<file path="src/rtl/ecap5_dproc_pkg.sv">
// Shared encodings for the DPROC pipeline: ALU and branch codes, widths, and execute-stage states.
package ecap5_dproc_pkg;

  localparam int DATA_W      = 32;
  localparam int SHAMT_WIDTH = 5;

  localparam logic [2:0] ALU_ADD   = 3'd0;
  localparam logic [2:0] ALU_XOR   = 3'd1;
  localparam logic [2:0] ALU_OR    = 3'd2;
  localparam logic [2:0] ALU_AND   = 3'd3;
  localparam logic [2:0] ALU_SLT   = 3'd4;
  localparam logic [2:0] ALU_SLTU  = 3'd5;
  localparam logic [2:0] ALU_SHIFT = 3'd6;

  localparam logic [2:0] NO_BRANCH   = 3'd0;
  localparam logic [2:0] BRANCH_BEQ  = 3'd1;
  localparam logic [2:0] BRANCH_BNE  = 3'd2;
  localparam logic [2:0] BRANCH_BLT  = 3'd3;
  localparam logic [2:0] BRANCH_BLTU = 3'd4;
  localparam logic [2:0] BRANCH_BGE  = 3'd5;
  localparam logic [2:0] BRANCH_BGEU = 3'd6;

  typedef enum logic [1:0] {EXM_IDLE, EXM_SHIFT} exm_state_t;

endpackage

</file>
<file path="src/rtl/exm_shifter.sv">
// Serial 1-bit-per-cycle shifter: loads on start, shifts while the counter is non-zero.
module exm_shifter
  import ecap5_dproc_pkg::*;
(
  input  logic                   clk_i,
  input  logic                   rst_n_i,
  input  logic                   start_i,
  input  logic [DATA_W-1:0]      data_i,
  input  logic [SHAMT_WIDTH-1:0] shamt_i,
  input  logic                   left_i,
  input  logic                   arith_i,
  output logic [DATA_W-1:0]      result_o,
  output logic                   done_o
);

  logic signed [DATA_W-1:0]  work_p1;
  logic [SHAMT_WIDTH-1:0]    cnt_p1;
  logic                      left_p1;
  logic                      arith_p1;

  // p0 -> p1: load on start, then one bit per cycle until the counter drains
  always_ff @(posedge clk_i or negedge rst_n_i) begin
    if (!rst_n_i) begin
      work_p1  <= '0;
      cnt_p1   <= '0;
      left_p1  <= 1'b0;
      arith_p1 <= 1'b0;
    end else if (start_i) begin
      work_p1  <= data_i;
      cnt_p1   <= shamt_i;
      left_p1  <= left_i;
      arith_p1 <= arith_i;
    end else if (cnt_p1 != '0) begin
      cnt_p1 <= cnt_p1 - 1'b1;
      if (left_p1)
        work_p1 <= work_p1 <<< 1;
      else if (arith_p1)
        work_p1 <= work_p1 >>> 1;
      else
        work_p1 <= work_p1 >> 1;
    end
  end

  assign result_o = work_p1;
  assign done_o   = (cnt_p1 == '0);

endmodule

</file>
<file path="src/rtl/exm.sv">
// DPROC execute stage: single-cycle ALU and branch resolution, serial shifter for ALU_SHIFT,
// one-entry registered output with valid/ready on both sides.
module exm
  import ecap5_dproc_pkg::*;
(
  input  logic              clk_i,
  input  logic              rst_n_i,
  input  logic              input_valid_i,
  output logic              input_ready_o,
  input  logic [DATA_W-1:0] pc_i,
  input  logic [DATA_W-1:0] alu_operand1_i,
  input  logic [DATA_W-1:0] alu_operand2_i,
  input  logic [2:0]        alu_op_i,
  input  logic              alu_sub_i,
  input  logic              alu_shift_left_i,
  input  logic              alu_shift_arith_i,
  input  logic [2:0]        branch_cond_i,
  input  logic [DATA_W-1:0] branch_offset_i,
  input  logic              reg_write_i,
  input  logic [4:0]        reg_addr_i,
  output logic              output_valid_o,
  input  logic              output_ready_i,
  output logic [DATA_W-1:0] result_o,
  output logic              reg_write_o,
  output logic [4:0]        reg_addr_o,
  output logic              branch_o,
  output logic [DATA_W-1:0] branch_target_o
);

  function automatic logic [DATA_W-1:0] alu_eval(input logic [2:0] op, input logic sub,
                                                 input logic signed [DATA_W-1:0] a,
                                                 input logic signed [DATA_W-1:0] b);
    logic [DATA_W-1:0] r;
    r = '0;
    case (op)
      ALU_ADD:   r = sub ? a - b : a + b;
      ALU_XOR:   r = a ^ b;
      ALU_OR:    r = a | b;
      ALU_AND:   r = a & b;
      ALU_SLT:   r = {{(DATA_W-1){1'b0}}, (a < b)};
      ALU_SLTU:  r = {{(DATA_W-1){1'b0}}, ($unsigned(a) < $unsigned(b))};
      ALU_SHIFT: r = a;
      default:   r = '0;
    endcase
    return r;
  endfunction

  function automatic logic branch_eval(input logic [2:0] cond,
                                       input logic signed [DATA_W-1:0] a,
                                       input logic signed [DATA_W-1:0] b);
    logic t;
    t = 1'b0;
    case (cond)
      BRANCH_BEQ:  t = (a == b);
      BRANCH_BNE:  t = (a != b);
      BRANCH_BLT:  t = (a < b);
      BRANCH_BGE:  t = (a >= b);
      BRANCH_BLTU: t = ($unsigned(a) < $unsigned(b));
      BRANCH_BGEU: t = ($unsigned(a) >= $unsigned(b));
      default:     t = 1'b0;
    endcase
    return t;
  endfunction

  exm_state_t state;

  logic                     ready_en_p1;
  logic                     vld_p1;
  logic [DATA_W-1:0]        result_p1;
  logic                     reg_write_p1;
  logic [4:0]               reg_addr_p1;
  logic                     branch_p1;
  logic [DATA_W-1:0]        target_p1;

  // Side-band fields of an in-flight shift, released with the shift result
  logic                     reg_write_sh;
  logic [4:0]               reg_addr_sh;
  logic                     branch_sh;
  logic [DATA_W-1:0]        target_sh;

  logic signed [DATA_W-1:0] op1_p0;
  logic signed [DATA_W-1:0] op2_p0;
  logic [SHAMT_WIDTH-1:0]   shamt_p0;
  logic                     out_free;
  logic                     accept_p0;
  logic                     shift_start_p0;
  logic [DATA_W-1:0]        alu_p0;
  logic                     branch_p0;
  logic [DATA_W-1:0]        target_p0;
  logic [DATA_W-1:0]        shift_result;
  logic                     shift_done;

  assign op1_p0         = alu_operand1_i;
  assign op2_p0         = alu_operand2_i;
  assign shamt_p0       = alu_operand2_i[SHAMT_WIDTH-1:0];
  assign out_free       = ~vld_p1 | output_ready_i;
  assign input_ready_o  = ready_en_p1 & (state == EXM_IDLE) & out_free;
  assign accept_p0      = input_valid_i & input_ready_o;
  assign shift_start_p0 = accept_p0 & (alu_op_i == ALU_SHIFT) & (shamt_p0 != '0);
  assign alu_p0         = alu_eval(alu_op_i, alu_sub_i, op1_p0, op2_p0);
  assign branch_p0      = branch_eval(branch_cond_i, op1_p0, op2_p0);
  assign target_p0      = pc_i + branch_offset_i;

  exm_shifter u_shifter (
    .clk_i    (clk_i),
    .rst_n_i  (rst_n_i),
    .start_i  (shift_start_p0),
    .data_i   (alu_operand1_i),
    .shamt_i  (shamt_p0),
    .left_i   (alu_shift_left_i),
    .arith_i  (alu_shift_arith_i),
    .result_o (shift_result),
    .done_o   (shift_done)
  );

  // p0 -> p1: output slot load, from the ALU on accept or from the shifter on completion
  always_ff @(posedge clk_i or negedge rst_n_i) begin
    if (!rst_n_i) begin
      state        <= EXM_IDLE;
      ready_en_p1  <= 1'b0;
      vld_p1       <= 1'b0;
      result_p1    <= '0;
      reg_write_p1 <= 1'b0;
      reg_addr_p1  <= '0;
      branch_p1    <= 1'b0;
      target_p1    <= '0;
      reg_write_sh <= 1'b0;
      reg_addr_sh  <= '0;
      branch_sh    <= 1'b0;
      target_sh    <= '0;
    end else begin
      ready_en_p1 <= 1'b1;
      if (vld_p1 && output_ready_i)
        vld_p1 <= 1'b0;
      case (state)
        EXM_IDLE: begin
          if (shift_start_p0) begin
            state        <= EXM_SHIFT;
            reg_write_sh <= reg_write_i;
            reg_addr_sh  <= reg_addr_i;
            branch_sh    <= branch_p0;
            target_sh    <= target_p0;
          end else if (accept_p0) begin
            vld_p1       <= 1'b1;
            result_p1    <= alu_p0;
            reg_write_p1 <= reg_write_i;
            reg_addr_p1  <= reg_addr_i;
            branch_p1    <= branch_p0;
            target_p1    <= target_p0;
          end
        end
        EXM_SHIFT: begin
          if (shift_done && out_free) begin
            state        <= EXM_IDLE;
            vld_p1       <= 1'b1;
            result_p1    <= shift_result;
            reg_write_p1 <= reg_write_sh;
            reg_addr_p1  <= reg_addr_sh;
            branch_p1    <= branch_sh;
            target_p1    <= target_sh;
          end
        end
        default: state <= EXM_IDLE;
      endcase
    end
  end

  assign output_valid_o  = vld_p1;
  assign result_o        = result_p1;
  assign reg_write_o     = reg_write_p1;
  assign reg_addr_o      = reg_addr_p1;
  assign branch_o        = branch_p1;
  assign branch_target_o = target_p1;

endmodule
</file>
<file path="config.mk">
export PLATFORM = sky130hd
export DESIGN_NAME = exm
export DESIGN_NICKNAME = d
export VERILOG_FILES = /design/src/rtl/ecap5_dproc_pkg.sv /design/src/rtl/exm_shifter.sv /design/src/rtl/exm.sv
export SDC_FILE = /design/constraint.sdc
export NUM_CORES = 1
export LEC_CHECK = 0
export CAP_MARGIN = 20
export CORE_ASPECT_RATIO = 2
export CORE_MARGIN = 8
export CORE_UTILIZATION = 30
export CTS_CLUSTER_SIZE = 16
export DETAILED_ROUTE_END_ITERATION = 10
export SLEW_MARGIN = 5
export SYNTH_ARGS = -nofsm -noshare
export SYNTH_HDL_FRONTEND = slang
export SYNTH_SLANG_ARGS = --single-unit
</file>
<file path="constraint.sdc">
create_clock -name clk_i -period 4.4 [get_ports clk_i]
set_input_delay 0.44 -clock clk_i [delete_from_list [all_inputs] [get_ports clk_i]]
set_output_delay 0.44 -clock clk_i [all_outputs]
set_load 0.005 [all_outputs]
</file>
# Word-level counts from Yosys, hierarchy flattened
# Index checks and enable logic that the tools add are counted.
# word_totals
output_inout_bits	73
regBits	153
wordCells	105
inputBits	147
# op_classes
n_addsub	4
magnitude_cmp	4
n_eq_ne	20
muxes	37
n_reduce_logical	13
n_bitwise	10
# ops
op	count
two-way mux 32 bit	11
case mux 32 bit (7 select lines)	1
case mux 32 bit (2 select lines)	2
adder 32 bit	2
>= comparator 32 bit	2
< comparator 32 bit	2
AND 32 bit	1
equality test 32 bit	1
!= test 32 bit	1
OR 32 bit	1
subtractor 32 bit	1
bitwise XOR 32 bit	1
two-way mux 5 bit	5
equality test 3 bit (second input constant)	6
equality test 3 x 2 -> 1 bit (second input constant)	4
two-way mux 1 bit	10
case mux 5 bit (2 select lines)	1
nonzero test 5 bit	2
!= test 2 bit (second input constant)	4
equality test 3 x 1 -> 1 bit (second input constant)	2
case mux 1 bit (2 select lines)	3
case mux 1 bit (6 select lines)	1
AND reduction 2 bit	3
AND 1 bit	5
13 further kinds	16

# Logic depth before layout (Yosys ltp)
# depth
depth_word	8
mapped_depth	13
ltp_nobuf	13

# Cells and area by module
# Synthesis repeated with hierarchy kept, for this count alone.
# hier_totals
cells_unflattened	1787
area_unflattened_um2	14173.6
# modules_own_cells
mod	n_inst	area_each_um2	cells_per_inst	seq_area_each_um2
exm	1	11848.9	1575	2827.7
exm_shifter	1	2324.7	212	975.9

# Worst setup path before layout
# Ideal clock, no wire load.
# synth_path
path_kind	input -> register
from	input port alu_operand1_i[0]
to	register result_p1[16] (netlist: result_o[16])
arrival_ps	2824
setup_time_ps	123
required_ps	4277
path_buffers	0
cell_stages	12
slack_ps	1453
cell_sequence	ha_1 fa_1 a211o_1 a21oi_2 o21ai_1 a2111o_1 o211ai_1 a221oi_2 xnor2_1 a22o_1 a221oi_2 nor2_1
# synth_between
elab_chain_len	6
word_cells_on_any_way	7
cone_classes	add/sub: 2; mux: 5
# synth_rtl
item	line_no	rtl
start: declaration	exm.sv:11	input logic [DATA_W-1:0] alu_operand1_i,
adder 32 bit or subtractor 32 bit (tied branches)	exm.sv:36	ALU_ADD: r = sub ? a - b : a + b;
two-way mux 32 bit *	exm.sv:36	
case mux 32 bit (7 select lines) *	exm.sv:35	case (op)
two-way mux 32 bit *	exm.sv:143	end else if (accept_p0) begin
two-way mux 32 bit *	exm.sv:137	if (shift_start_p0) begin
case mux 32 bit (2 select lines) *	exm.sv:135	case (state)
end signal: assignment	exm.sv:145	result_p1 <= alu_p0;
end signal: assignment	exm.sv:156	result_p1 <= shift_result;
end: declaration	exm.sv:69	logic [DATA_W-1:0] result_p1;
# Every way passes the cells marked *; elsewhere a longest branch is shown, timed or not. The select of a mux whose other input is x is not followed.
# A chain may end at the register's enable or synchronous reset.

# Final worst setup path
# layout_path
from	input port alu_operand2_i[1]
to	register result_p1[27] (netlist: result_o[27])
# layout_between
elab_chain_len	6
word_cells_on_any_way	11
cone_classes	add/sub: 2; eq/ne: 1; mux: 5; bitwise: 1; reduce/logical: 2
# layout_rtl
item	line_no	rtl
start: declaration	exm.sv:12	input logic [DATA_W-1:0] alu_operand2_i,
adder 32 bit or subtractor 32 bit (tied branches)	exm.sv:36	
two-way mux 32 bit	exm.sv:36	
case mux 32 bit (7 select lines)	exm.sv:35	
two-way mux 32 bit	exm.sv:143	
two-way mux 32 bit	exm.sv:137	
case mux 32 bit (2 select lines)	exm.sv:135	
# Parallel ways exist; a longest one is shown, timed or not. The select of a mux whose other input is x is not followed.

==> load_flow_metrics.sql <==
INSERT INTO impl_metrics (metric_group, metric, value, unit) VALUES
('job', 'timing.max_cap.violations', '0', ''),
('timing', 'max_freq', '267', 'MHz'),
('final_layout', 'finish.net_count', '2242', ''),
('min_path', 'min_path_type', 'input pin to asynchronous set/reset pin', ''),
('timing', 'worst_slew_pin_slew', '1.07', 'ns'),
('placed_design', 'hpwl', '45.4', 'mm'),
('die', 'rows', '112', ''),
('clocking', 'clock_sink_count', '152', ''),
('die', 'fp.dieArea', '0.0545', 'mm^2'),
('yosys', 'yosysWarningCount', '0', ''),
('clocking', 'worstSkewPairLatency', '0.47', 'ns'),
('pwr', 'irDropWorstVdd', '0.266', 'mV'),
('worst_setup_path', 'arrival', '4.10', 'ns'),
('timing', 'setup_tns', '0', 'ns'),
('timing', 'setup_viol', '0', ''),
('clocking', 'cts.root.buffer_cell', 'sky130_fd_sc_hd__clkbuf_16', ''),
('route', 'drc_errors', '0', ''),
('yosys', 'yosys-top-cells-area', 'sky130_fd_sc_hd__dfrtp_1 27%, sky130_fd_sc_hd__ha_1 12%, sky130_fd_sc_hd__o21ai_0 7.2%', ''),
('timing', 'rsz0062_at_grt', 'no', ''),
('clocking', 'clk_path_buf_depth', '2', ''),
('outcome', 'status', 'finished clean', ''),
('route', 'num_vias', '14280', ''),
('global_route', 'antenna_found_initial', '4', ''),
('yosys', 'synth.top_cells.by_count', '234 x sky130_fd_sc_hd__nand2_1, 201 x sky130_fd_sc_hd__o21ai_0, 159 x sky130_fd_sc_hd__a21oi_1', ''),
('timing', 'worst_slew_margin_rel', '0.282', ''),
('timing', 'hold_viol_final', '0', ''),
('route', 'post_drt_via_cell_ratio', '5.49', ''),
('worst_setup_path', 'critPathKind', 'input pin to flip-flop', ''),
('yosys', 'postSynthRegisterBits', '152', ''),
('global_route', 'largest_net_degree_at_the_start_of_global_routing', '84', ''),
('route', 'drt_pre_antenna_iters', '5', ''),
('final_layout', 'flow.area_growth_from_synthesis', '25.1', '%'),
('global_route', 'grt_first_pass_wirelength', '89.6', 'mm'),
('clocking', 'clk_pin_slew', '0.07', 'ns'),
('route', 'detail_route.wirelength', '59.5', 'mm'),
('clocking', 'numCtsBuffers', '17', ''),
('yosys', 'mappedNetlistNets', '2075', ''),
('die', 'die_y', '322', 'um'),
('yosys', 'ys_async_rst_share', '1.00', ''),
('timing', 'largest_clock_skew_in_the_final_design', '0.0139', 'ns'),
('pwr', 'p_leak', '0.00774', 'uW'),
('pwr', 'total_power', '7920', 'uW'),
('yosys', 'synth.distinct_cells', '96', ''),
('yosys', 'synth_most_common_cell', 'sky130_fd_sc_hd__nand2_1', ''),
('yosys', 'synth.yosys.seq_area_share', '0.270', ''),
('timing', 'finalMaxSlewViolations', '0', ''),
('worst_setup_path', 'critical_path.endpoint_type', 'flip-flop', ''),
('die', 'ios', '220', ''),
('yosys', 'post_synth_inst_count', '1792', ''),
('route', 'drt.antenna.violating_nets', '0', ''),
('placed_design', 'buffer_ports.inserted', '219', ''),
('yosys', 'primary_ff_master_synth', 'sky130_fd_sc_hd__dfrtp_1', ''),
('global_route', 'grt_remaining_overflow', '0', ''),
('die', 'die_width', '169', 'um'),
('timing', 'final.period_utilization', '0.851', ''),
('clocking', 'postCtsResizedCells', '0', ''),
('clocking', 'h-tree-depth', '4', ''),
('final_layout', 'post_route_cells_drive_above_1_share', '0.0680', ''),
('yosys', 'synth_edf_count', '0', ''),
('yosys', 'average_instance_area_after_synthesis', '7.85', 'um^2'),
('worst_setup_path', 'critPathMaxFanout', '5', ''),
('die', 'core_region_area', '0.0465', 'mm^2'),
('placed_design', 'gpl.final_weighted_congestion', '0.957', ''),
('global_route', 'grtUsageTotal', '0.216', ''),
('yosys', 'mappedNetlistArea', '0.0141', 'mm^2'),
('route', 'dr.first_iter.drc_count', '897', ''),
('timing', 'post-route-min-period', '3.74', 'ns'),
('route', 'wl_per_cell', '22.9', 'um'),
('clocking', 'cts-hold-fix-buffers', '0', ''),
('global_route', 'first_global_vias', '15139', ''),
('clocking', 'cts.repair_timing.setup_buffer_count', '0', ''),
('worst_setup_path', 'worstSetupStartpointType', 'input pin', ''),
('pwr', 'pwr_density_cell', '450', 'mW/mm^2'),
('yosys', 'synthDominantCellAreaShare', '0.270', ''),
('die', 'initial_core_util', '0.302', ''),
('worst_setup_path', 'critPathRequiredTime', '4.76', 'ns'),
('clocking', 'tritoncts', 'done', ''),
('yosys', 'synth_area_leader_cell', 'sky130_fd_sc_hd__dfrtp_1', '');
routing by layer:
metal | GRT usage | routed length [um] | up-vias
met4 | 0.175 | 4800 | 4
met1 | 0.211 | 20800 | 6834
met2 | 0.390 | 30400 | 552
met5 | 0 | 27 | -
met3 | 0.0443 | 3500 | 197
li1 | - | - | 6693
kinds of logic (layout without fill, tap and decap cells):
group                    Yosys count  after routing  synth area share
AO/OA/AOI/OAI                    632            632             0.293
multiplexers                      67             67            0.0487
adder cells (fa/ha/maj)          136            136             0.123
buffers and inverters            227            407            0.0653
flip-flops                       152            152             0.270
AND/OR/NAND/NOR                  524            524             0.167
other                              1              3          0.000267
XOR/XNOR                          53             53            0.0330
per-stage QoR:
step | hold slack, ns | worst slack [ns] | area (um^2) | utilization | std cells
after floorplan | 0.144 | 1.45 | 14100 | - | 1792
after global routing | 0.109 | 0.515 | 17600 | 0.378 | 2600
final | 0.0437 | 0.656 | 17600 | 0.378 | 2601
after detailed placement | 0.462 | 0.172 | 16900 | 0.364 | 2566
after CTS | 0.0938 | 0.637 | 17600 | 0.378 | 2598
after global placement | 0.454 | 0.170 | 16900 | 0.364 | 2566
power by group:
group          switching, uW  leakage, uW  internal [uW]
logic                   1950      0.00553           1680
clock network            733     0.000308            918
registers                616      0.00190           2030
total                   3300      0.00774           4620
flip-flops by register name, indices dropped and copies added, names as in the netlist, 5 cells and up:
signal and flops:
result_o 32, u_shifter.result_o 32, u_shifter.cnt_p1 5, target_sh 32, reg_addr_sh 5, reg_addr_o 5, branch_target_o 32
final timing paths:
path	slack, ns	end	cells past startpoint	from
max	0.66	result_o[27]$_DFFE_PN0P_	13	alu_operand2_i[1]
min	0.04	branch_target_o[25]$_DFFE_PN0P_	1	rst_n_i
max reg2reg	1.22	result_o[31]$_DFFE_PN0P_	13	u_shifter.cnt_p1[0]$_DFFE_PN0P_
min reg2reg	0.48	target_sh[15]$_DFFE_PN0P_	2	target_sh[15]$_DFFE_PN0P_
max in group asynchronous	3.39	result_o[4]$_DFFE_PN0P_	2	rst_n_i
min in group clk_i	0.48	target_sh[15]$_DFFE_PN0P_	2	target_sh[15]$_DFFE_PN0P_
area by class of cell:
| type | instances | area [um^2] |
|---|---|---|
| Multi-Input combinational cell | 1413 | 9380 |
| Inverter | 109 | 409 |
| Clock buffer | 17 | 425 |
| Antenna cell | 2 | 5.00 |
| Tap cell | 627 | 785 |
| Clock inverter | 15 | 205 |
| Fill cell | 4949 | 28900 |
| Timing Repair Buffer | 266 | 2590 |
| Sequential cell | 152 | 3810 |
worst max-delay path, stage by stage:
cell                              delay [ns]
sky130_fd_sc_hd__clkdlybuf4s50_1        0.69
sky130_fd_sc_hd__inv_1                  0.11
sky130_fd_sc_hd__ha_1                   0.35
sky130_fd_sc_hd__a21o_1                 0.23
sky130_fd_sc_hd__a221oi_4               0.40
sky130_fd_sc_hd__a211oi_2               0.15
sky130_fd_sc_hd__a211oi_2               0.49
sky130_fd_sc_hd__a21oi_2                0.15
sky130_fd_sc_hd__a2111oi_0              0.42
sky130_fd_sc_hd__or3_1                  0.16
sky130_fd_sc_hd__a31oi_1                0.05
sky130_fd_sc_hd__xnor2_1                0.17
sky130_fd_sc_hd__o41ai_2                0.27
layout by cell type (no fill, tap or decap), types with 20 or more instances in the layout:
cell / n
sky130_fd_sc_hd__nor3_1: 20
sky130_fd_sc_hd__inv_1: 106
sky130_fd_sc_hd__nand2_1: 234
sky130_fd_sc_hd__a21o_1: 41
sky130_fd_sc_hd__nor2_1: 140
sky130_fd_sc_hd__a21oi_1: 159
sky130_fd_sc_hd__buf_4: 44
sky130_fd_sc_hd__o21ai_0: 201
sky130_fd_sc_hd__ha_1: 133
sky130_fd_sc_hd__xnor2_1: 37
sky130_fd_sc_hd__clkdlybuf4s50_1: 217
sky130_fd_sc_hd__mux2i_1: 64
sky130_fd_sc_hd__dfrtp_1: 151
(Power assumes the default switching activity.)
